### config.mk
export PLATFORM = sky130hd
export DESIGN_NAME = rename_stage
export DESIGN_NICKNAME = d
export VERILOG_FILES = /design/src/rtl/rename_stage.sv
export SDC_FILE = /design/constraint.sdc
export NUM_CORES = 1
export LEC_CHECK = 0
export ABC_CLOCK_PERIOD_IN_PS = 6000
export CAP_MARGIN = 5
export CORE_MARGIN = 4
export CORE_UTILIZATION = 39
export CTS_BUF_LIST = sky130_fd_sc_hd__clkbuf_2 sky130_fd_sc_hd__clkbuf_4 sky130_fd_sc_hd__clkbuf_8
export DETAILED_ROUTE_END_ITERATION = 6
export PLACE_DENSITY = 0.91
export SLEW_MARGIN = 20
export SYNTH_ARGS = -nofsm -noshare
export SYNTH_HDL_FRONTEND = slang
export SYNTH_SLANG_ARGS = --single-unit
export TNS_END_PERCENT = 100
### constraint.sdc
create_clock -name clk -period 6 [get_ports clk]
set_clock_uncertainty 0.2 [all_clocks]
set_input_delay 1.2 -clock clk [delete_from_list [all_inputs] [get_ports clk]]
set_output_delay 1.2 -clock clk [all_outputs]
set_load 0.05 [all_outputs]
### src/rtl/rename_stage.sv
// Purpose : W-wide in-order register rename with intra-group bypass and youngest-writer map update.
// Latency : 1 cycle; the accepted group appears on out_* on the clock after acceptance.
// Backpressure: the output register refills only when empty or draining; otherwise in_take=0 and out_* hold.
module rename_stage #(
  parameter int W  = 2,
  parameter int AR = 16,
  parameter int PR = 32,
  parameter int TR = 16,
  parameter int RB = 16,
  localparam int AW = $clog2(AR),
  localparam int PW = $clog2(PR),
  localparam int TW = $clog2(TR),
  localparam int RW = $clog2(RB),
  localparam int CW = $clog2(W+1)
) (
  input  logic                clk,
  input  logic                rst,
  input  logic                flush,
  input  logic [W-1:0]        in_valid,
  input  logic [W*AW-1:0]     in_rs1,
  input  logic [W*AW-1:0]     in_rs2,
  input  logic [W*AW-1:0]     in_rd,
  input  logic [W-1:0]        in_wb,
  input  logic [W-1:0]        in_wb_t,
  input  logic [W-1:0]        in_rd_t,
  output logic [CW-1:0]       in_take,
  input  logic [RW:0]         rob_avail,
  input  logic [W*RW-1:0]     rob_idx,
  input  logic [PW:0]         fl_avail,
  input  logic [W*PW-1:0]     fl_tag,
  input  logic [TW:0]         ft_avail,
  input  logic [W*TW-1:0]     ft_tag,
  output logic [CW-1:0]       fl_take,
  output logic [CW-1:0]       ft_take,
  output logic [CW-1:0]       rob_take,
  output logic [3*W*AW-1:0]   map_rd_addr,
  input  logic [3*W*PW-1:0]   map_rd_data,
  input  logic [TW-1:0]       map_t_rd_data,
  output logic [W-1:0]        map_wr_en,
  output logic [W*AW-1:0]     map_wr_addr,
  output logic [W*PW-1:0]     map_wr_data,
  output logic                map_t_wr_en,
  output logic [TW-1:0]       map_t_wr_data,
  output logic [W-1:0]        out_valid,
  output logic [W*PW-1:0]     out_p_rs1,
  output logic [W*PW-1:0]     out_p_rs2,
  output logic [W*PW-1:0]     out_p_rd,
  output logic [W*PW-1:0]     out_p_stale,
  output logic [W*TW-1:0]     out_p_t,
  output logic [W*TW-1:0]     out_t_stale,
  output logic [W*RW-1:0]     out_rob,
  input  logic                out_ready,
  output logic [15:0]         stall_cnt
);

  logic              reg_free;
  logic [W-1:0]      acc;
  logic [PW-1:0]     alloc_p [W];
  logic [TW-1:0]     alloc_t [W];
  logic              stall_hit;
  logic [W*PW-1:0]   n_rs1, n_rs2, n_rd, n_stale;
  logic [W*TW-1:0]   n_pt, n_ts;
  logic [W*RW-1:0]   n_rob;

  // Output register can take a new group when empty or being drained this cycle.
  assign reg_free = (out_valid == '0) || out_ready;

  // Accept the longest in-order prefix that fits ROB, free-list and T-list space; tags are handed out compacted.
  always_comb begin
    logic go;
    int   c_rob, c_fl, c_t, pop;
    acc   = '0;
    go    = !rst && !flush && reg_free;
    c_rob = 0;
    c_fl  = 0;
    c_t   = 0;
    pop   = 0;
    for (int i = 0; i < W; i++) begin
      alloc_p[i] = '0;
      alloc_t[i] = '0;
      if (in_valid[i]) pop = pop + 1;
      if (go && in_valid[i]
          && (c_rob + 1 <= int'(rob_avail))
          && (c_fl + int'(in_wb[i]) <= int'(fl_avail))
          && (c_t + int'(in_wb_t[i]) <= int'(ft_avail))) begin
        acc[i] = 1'b1;
        if (in_wb[i])   alloc_p[i] = fl_tag[c_fl*PW +: PW];
        if (in_wb_t[i]) alloc_t[i] = ft_tag[c_t*TW +: TW];
        c_rob = c_rob + 1;
        c_fl  = c_fl + int'(in_wb[i]);
        c_t   = c_t + int'(in_wb_t[i]);
      end else begin
        go = 1'b0;
      end
    end
    in_take   = CW'(c_rob);
    rob_take  = CW'(c_rob);
    fl_take   = CW'(c_fl);
    ft_take   = CW'(c_t);
    stall_hit = (in_valid != '0) && !flush && (c_rob < pop);
  end

  // Map-table read ports: rs1, rs2, rd for every slot.
  always_comb begin
    map_rd_addr = '0;
    for (int i = 0; i < W; i++) begin
      map_rd_addr[(3*i)*AW   +: AW] = in_rs1[i*AW +: AW];
      map_rd_addr[(3*i+1)*AW +: AW] = in_rs2[i*AW +: AW];
      map_rd_addr[(3*i+2)*AW +: AW] = in_rd[i*AW +: AW];
    end
  end

  // Resolve sources, stale tags and T mapping against older accepted writers of the same group.
  // p_t carries the new T tag for a T writer, the current T mapping for a T reader, else zero.
  always_comb begin
    logic [PW-1:0] s1, s2, st;
    logic [TW-1:0] ct;
    n_rs1 = '0; n_rs2 = '0; n_rd = '0; n_stale = '0;
    n_pt  = '0; n_ts  = '0; n_rob = '0;
    s1 = '0; s2 = '0; st = '0; ct = '0;
    for (int i = 0; i < W; i++) begin
      s1 = map_rd_data[(3*i)*PW   +: PW];
      s2 = map_rd_data[(3*i+1)*PW +: PW];
      st = map_rd_data[(3*i+2)*PW +: PW];
      ct = map_t_rd_data;
      for (int j = 0; j < i; j++) begin
        if (acc[j] && in_wb[j]) begin
          if (in_rd[j*AW +: AW] == in_rs1[i*AW +: AW]) s1 = alloc_p[j];
          if (in_rd[j*AW +: AW] == in_rs2[i*AW +: AW]) s2 = alloc_p[j];
          if (in_rd[j*AW +: AW] == in_rd[i*AW +: AW])  st = alloc_p[j];
        end
        if (acc[j] && in_wb_t[j]) ct = alloc_t[j];
      end
      n_rs1[i*PW +: PW]   = s1;
      n_rs2[i*PW +: PW]   = s2;
      n_rd[i*PW +: PW]    = alloc_p[i];
      n_stale[i*PW +: PW] = st;
      n_pt[i*TW +: TW]    = in_wb_t[i] ? alloc_t[i] : (in_rd_t[i] ? ct : '0);
      n_ts[i*TW +: TW]    = ct;
      n_rob[i*RW +: RW]   = rob_idx[i*RW +: RW];
    end
  end

  // Map writes: only the youngest accepted writer of each arch reg, and the youngest T writer.
  always_comb begin
    map_wr_en     = '0;
    map_wr_addr   = in_rd;
    map_wr_data   = '0;
    map_t_wr_en   = 1'b0;
    map_t_wr_data = '0;
    for (int i = 0; i < W; i++) begin
      map_wr_data[i*PW +: PW] = alloc_p[i];
      if (acc[i] && in_wb[i]) begin
        map_wr_en[i] = 1'b1;
        for (int j = i + 1; j < W; j++) begin
          if (acc[j] && in_wb[j] && (in_rd[j*AW +: AW] == in_rd[i*AW +: AW])) map_wr_en[i] = 1'b0;
        end
      end
      if (acc[i] && in_wb_t[i]) begin
        map_t_wr_en   = 1'b1;
        map_t_wr_data = alloc_t[i];
      end
    end
  end

  // Renamed-group output register: flush empties it, otherwise load when free, else hold.
  always_ff @(posedge clk or posedge rst) begin
    if (rst) begin
      out_valid   <= '0;
      out_p_rs1   <= '0;
      out_p_rs2   <= '0;
      out_p_rd    <= '0;
      out_p_stale <= '0;
      out_p_t     <= '0;
      out_t_stale <= '0;
      out_rob     <= '0;
    end else if (flush) begin
      out_valid <= '0;
    end else if (reg_free) begin
      out_valid   <= acc;
      out_p_rs1   <= n_rs1;
      out_p_rs2   <= n_rs2;
      out_p_rd    <= n_rd;
      out_p_stale <= n_stale;
      out_p_t     <= n_pt;
      out_t_stale <= n_ts;
      out_rob     <= n_rob;
    end
  end

  // Saturating count of cycles where some valid slot was held back.
  always_ff @(posedge clk or posedge rst) begin
    if (rst) begin
      stall_cnt <= '0;
    end else if (stall_hit && (stall_cnt != 16'hFFFF)) begin
      stall_cnt <= stall_cnt + 16'd1;
    end
  end

endmodule

## Yosys cells after proc, flatten, opt, wreduce, memory -nomap -nowiden

Cells that the tools add are included.
Widths: inputs -> output; s select.

- Flip-flop bits (word level): 82
- Bits in latches: 0
- Memory bits (writable): 0
- Memory bits (read-only): 0
- Input port bits: 112
- Output and inout port bits: 139
- Memories: 0

- Add/subtract/negate cells: 5
- Multiply operators: 1
- Div/mod/pow operators: 0
- Order comparisons: 7
- Eq/ne operators: 5
- Shifts and indexed selects: 2
- Mux-type cells: 39
- Bitwise logic cells: 1
- Reduce and logical (&&, ||, !) cells: 25

Operators by type and width:

| operator | count |
|---|---|
| $add 32x2->32 const B | 2 |
| $le 32x6->1 | 2 |
| $mux 32 | 2 |
| $mux 5 | 10 |
| $mux 4 | 11 |
| $le 32x7->1 | 1 |
| $lt 32x32->1 | 1 |
| $mul 32x4->32 const B | 1 |
| $shiftx 10x32->5 | 1 |
| $shiftx 8x32->4 | 1 |
| $logic_and 1x1->1 | 18 |
| $add 16x1->16 const B | 1 |
| $eq 4x4->1 | 4 |
| $ne 16x16->1 const B | 1 |
| $mux 1 | 12 |
| $mux 2 | 4 |
| $le 1x6->1 | 1 |
| $le 1x5->1 | 1 |
| $le 1x5->1 const A | 1 |
| $add 1x1->2 | 2 |
| $reduce_bool 2->1 | 2 |
| $logic_not 1->1 | 2 |
| $logic_not 2->1 | 1 |
| $reduce_and 2->1 | 1 |
| 2 further kinds | 2 |

## Logic depth before layout (Yosys ltp)

- Depth in word-level cells: 18
- Depth in mapped cells: 22
- Mapped depth without buffers: 19

## Worst setup path before layout

Ideal clock, no wire load.

- Path kind: input-to-output
- Start point: input port in_wb_t[0]
- End point: output port map_t_wr_data[0]
- Arrival: 5,340 ps
- Data required time: 4,600 ps
- Setup slack: -740 ps
- Stages: 13
- Path buffers: 2
- Cells stage by stage: inv_1 > ha_1 > or4_1 > and3_1 > buf_6 > clkbuf_1 > and3_1 > ha_1 > a21o_1 > a2111oi_2 > nand4_2 > mux2i_1 > a22o_1

- Cells in the longest elaborated chain, start to end: 11

RTL lines:

| item | RTL line | text |
|---|---|---|
| start: declaration | 24 | `input logic [W-1:0] in_wb_t,` |
| $le 1x5->1 | 85 | `&& (c_t + int'(in_wb_t[i]) <= int'(ft_avail))) begin` |
| $logic_and 1x1->1 | 85 |  |
| $mux 1 | 82 | `if (go && in_valid[i]` |
| $add 32x2->32 | 83 | `&& (c_rob + 1 <= int'(rob_avail))` |
| $le 32x6->1 | 83 |  |
| $logic_and 1x1->1 | 83 |  |
| $logic_and 1x1->1 | 84 | `&& (c_fl + int'(in_wb[i]) <= int'(fl_avail))` |
| $logic_and 1x1->1 | 85 |  |
| $mux 1 | 82 |  |
| $logic_and 1x1->1 | 159 | `if (acc[i] && in_wb_t[i]) begin` |
| $mux 4 (*) | 159 |  |
| end: declaration | 43 | `output logic [TW-1:0] map_t_wr_data,` |

Mark *: on every way between the ends. The rest lies on a longest branch, timed or not.

## Final worst setup path

- Start point: input port in_wb[0]
- End point: output port map_t_wr_data[3]

- Cells in the longest elaborated chain, start to end: 12

RTL lines:

| item | RTL line | text |
|---|---|---|
| start: declaration | 23 | `input logic [W-1:0] in_wb,` |
| $le 1x6->1 | 84 |  |
| $logic_and 1x1->1 | 84 |  |
| $logic_and 1x1->1 | 85 |  |
| $mux 1 | 82 |  |
| $add 32x2->32 | 83 |  |
| $le 32x6->1 | 83 |  |
| $logic_and 1x1->1 | 83 |  |
| $logic_and 1x1->1 | 84 |  |
| $logic_and 1x1->1 | 85 |  |
| $mux 1 | 82 |  |
| $logic_and 1x1->1 | 159 |  |
| $mux 4 (*) | 159 |  |

Marks and branches as above.

==> run_results.csv <==
group,metric,value,unit
outcome,status,"finished, final reports clean",
timing,drv_slew,0,
timing,timing.fmax,169.7,MHz
timing,hold_viol_final,0,
setup_path,reg2regPathDepth,17,
final_layout,num-fill-cells,854,
clock_network,cts-root-buf,"clkbuf_8",
global_route,antenna_found_initial,0,
setup_path,worst_ep_arrival_time,4.49,ns
clock_network,postCtsHoldBufs,0,
logic_synthesis,synthFlopType,"dfrtp_1",
timing,tightest_slew,0.7794,ns
clock_network,clock_latency,0.34,ns
logic_synthesis,synth_mux_area_share,6.947,%
final_layout,multiInputGateArea,2076,µm²
min_path,hold_start,"out_p_rd[5]",
timing,setup_viol,0,
clock_network,numCtsBuffers,9,
logic_synthesis,ys_types,43,
route,remaining_drc_errors,0,
logic_synthesis,async_reset_ff_share,100.0,%
final_layout,drive_above_1_share,14.16,%
min_path,hold_path_depth,1,
logic_synthesis,syn_nets,577,
final_layout,diodes,0,
power_and_ir_drop,power.total,1.665,mW
clock_network,ctsHtreeMaxLevel,3,
logic_synthesis,synth_xor_area_share,6.054,%
global_route,grt_util_all_layers,22.15,%
final_layout,final_nets,798,
logic_synthesis,synth_edf_count,0,
logic_synthesis,synth_cells,452,
global_route,grt_max_degree,84,
timing,period_share,98.23,%
route,vias_per_cell,4.995,
die,dieWidth,113.5,µm
route,wire_per_inst,17.90,µm
global_route,grt_pass1_wl,22.74,mm
clock_network,post_cts_buffers,0,
setup_path,r2r_end,"stall_cnt[13]",
logic_synthesis,yosysSeqAreaShare,47.28,%
logic_synthesis,syn_area,4340,µm²
setup_path,reg2reg_slack,1.48,ns
timing,slew_headroom,47.98,%
setup_path,cp-end-kind,"primary output",
min_path,min_to,"out_p_rd[5]",
setup_path,critPathKind,"in -> out",
power_and_ir_drop,leakagePower,3.362,nW
place,io_buffer_count,234,
die,die_h,113.5,µm
logic_synthesis,ys_ff_latch,82,
power_and_ir_drop,ir_drop,0.0002326,V
setup_path,crit_fanout,7,
run,cap_violations,0,
setup_path,cp.required,4.60,ns
place,dp_hpwl,11.53,mm
power_and_ir_drop,p_per_area,229.1,nW/µm²
route,vias,4086,
logic_synthesis,synth_compound_area_share,8.792,%
logic_synthesis,ys_warn_count,0,
die,core_area,10890,µm²
route,first_pass_iters,5,
die,start_util,39.86,%
logic_synthesis,synth_fa_ha_area_share,3.747,%
clock_network,clock-sinks,82,
min_path,min_path_type,"reg -> reg",
global_route,grt_pass1_vias,4377,
logic_synthesis,syn_avg_cell_area,9.603,µm²
global_route,grt-ovfl-total,0,
final_layout,final_core_util,66.75,%
final_layout,final_cells,818,
route,ant_nets,0,
clock_network,cts_buffer_depth,2,
final_layout,seqCellArea,2052,µm²
clock_network,clk_pin_slew,0.08,ns
die,ios,251,
place,place_inst,802,
route,wirelength,14.65,mm
logic_synthesis,synth_top_family_by_area,"simple AND/OR/NAND/NOR gates",
place,routabilityCongestion,0.8218,
setup_path,r2r-start,"out_valid[1]",
clock_network,cts_tree,"done",
die,rows,38,
die,dieArea,12880,µm²
setup_path,cp-start-kind,"input pin",
timing,period_minus_slack,5.894,ns
route,drt_iter0_drc,155,
timing,setup_tns,0,ns
final_layout,area_growth_syn_to_layout,67.45,%
logic_synthesis,synth-simple-area-share,17.99,%
[how the worst max path moves through the flow]
stage / end / start
after floorplan: map_t_wr_data[0] / in_wb_t[0]
after global placement: stall_cnt[7] / in_wb_t[0]
after detailed placement: map_t_wr_data[3] / in_wb_t[0]
after CTS: map_t_wr_data[3] / in_wb_t[0]
after global routing: map_t_wr_data[3] / in_wb[0]
final: map_t_wr_data[3] / in_wb[0]
[area by class of cell]
class | count | share of cell area, %
multi-input combinational | 302 | 28.56
inverter | 17 | 0.8952
clock inverter | 6 | 0.5853
timing repair buffer | 261 | 37.51
clock buffer | 10 | 1.808
tap | 140 | 2.410
sequential | 82 | 28.23
[per-layer routing]
| layer | share of wire [%] | track usage (%) | up-vias |
|---|---|---|---|
| met1 | 35 | 23.31 | 1948 |
| met5 | 0 | 0 | - |
| li1 | - | - | 1928 |
| met4 | 3.0 | 7.532 | 0 |
| met2 | 54 | 41.34 | 176 |
| met3 | 8.1 | 7.109 | 34 |
[cell usage after synthesis (3+ instances only)]
library cell | n | area [µm²]
inv_1 | 17 | 63.81
a22o_1 | 4 | 35.03
xor2_1 | 8 | 70.07
dfrtp_1 | 82 | 2052
nor2_1 | 20 | 75.07
o21ai_0 | 19 | 95.09
nand4_1 | 8 | 50.05
buf_4 | 34 | 255.2
and4_1 | 3 | 26.28
a222oi_1 | 4 | 40.04
ha_1 | 13 | 162.7
nand2_1 | 111 | 416.7
nand3_1 | 7 | 35.03
mux2i_1 | 29 | 290.3
xnor2_1 | 22 | 192.7
clkbuf_1 | 13 | 48.80
o221ai_1 | 4 | 35.03
and3_1 | 11 | 68.82
a21o_1 | 13 | 97.59
[power by group]
part	internal (mW)	leakage, nW	total (mW)	switching [mW]
Clock	0.157	0.0914	0.361	0.204
Sequential	0.611	1.05	0.659	0.0474
Combinational	0.245	2.22	0.645	0.400
[flip-flops by register name, summed over array words and instances (netlist names)]
register,flops
out_p_rs1,10
out_p_rd,10
out_p_t,8
stall_cnt,16
out_rob,8
out_p_rs2,10
out_t_stale,8
out_valid,2
out_p_stale,10
[stage by stage]
stage	worst slack (ns)	area, µm²	hold WS, ns
finish	0.1063	7268	0.2819
global route	-0.01555	7268	0.3027
CTS	0.0009330	7222	0.2873
detailed placement	-0.2821	6977	0.2653
global placement	-0.1817	6977	0.2570
floorplan	-0.08957	4400	0.5445
[what timing repair did]
action,in CTS,in global routing
gates resized for setup,19,9
setup endpoints to repair,20,17
pin swaps,15,8
[cell usage in the layout, fill, tap and decap left out, types with 3 or more instances in the layout]
master           netlist  routed
clkdlybuf4s50_1        0     209
nand2_1              111     111
dfrtp_1               82      82
mux2i_1               29      28
buf_4                 34      27
xnor2_1               22      21
o21ai_0               19      19
buf_12                 0      19
nor2_1                20      16
inv_1                 17      15
a21o_1                13      13
and3_1                11       9
ha_1                  13       9
clkbuf_8               0       9
nand4_1                8       8
nand3_1                7       7
xor2_1                 8       7
o221ai_1               4       4
a22o_4                 0       4
clkinv_2               0       4
a222oi_1               4       4
dlygate4sd2_1          0       4
and4_1                 3       3
ha_4                   0       3
[logic make-up after synthesis]
kind of cell	after synthesis
AOI/OAI and AO/OA	53
xor gates and xnor gates	30
adders and majority gates	13
buffers and inverters	68
DFF	82
muxes	30
and+or+nand+nor	176
[worst max-delay path, cell delays in order]
cell	delay [ns]
clkdlybuf4s50_1	0.50
inv_1	0.09
ha_4	0.25
nor3_4	0.14
a22oi_2	0.08
and3_4	0.22
and2_4	0.15
xnor2_2	0.14
ha_4	0.28
a21oi_2	0.07
a2111oi_4	0.41
nand4_2	0.23
mux2i_4	0.29
a22o_4	0.31
buf_12	0.15
Note: power is estimated with default switching activity, not from simulation.
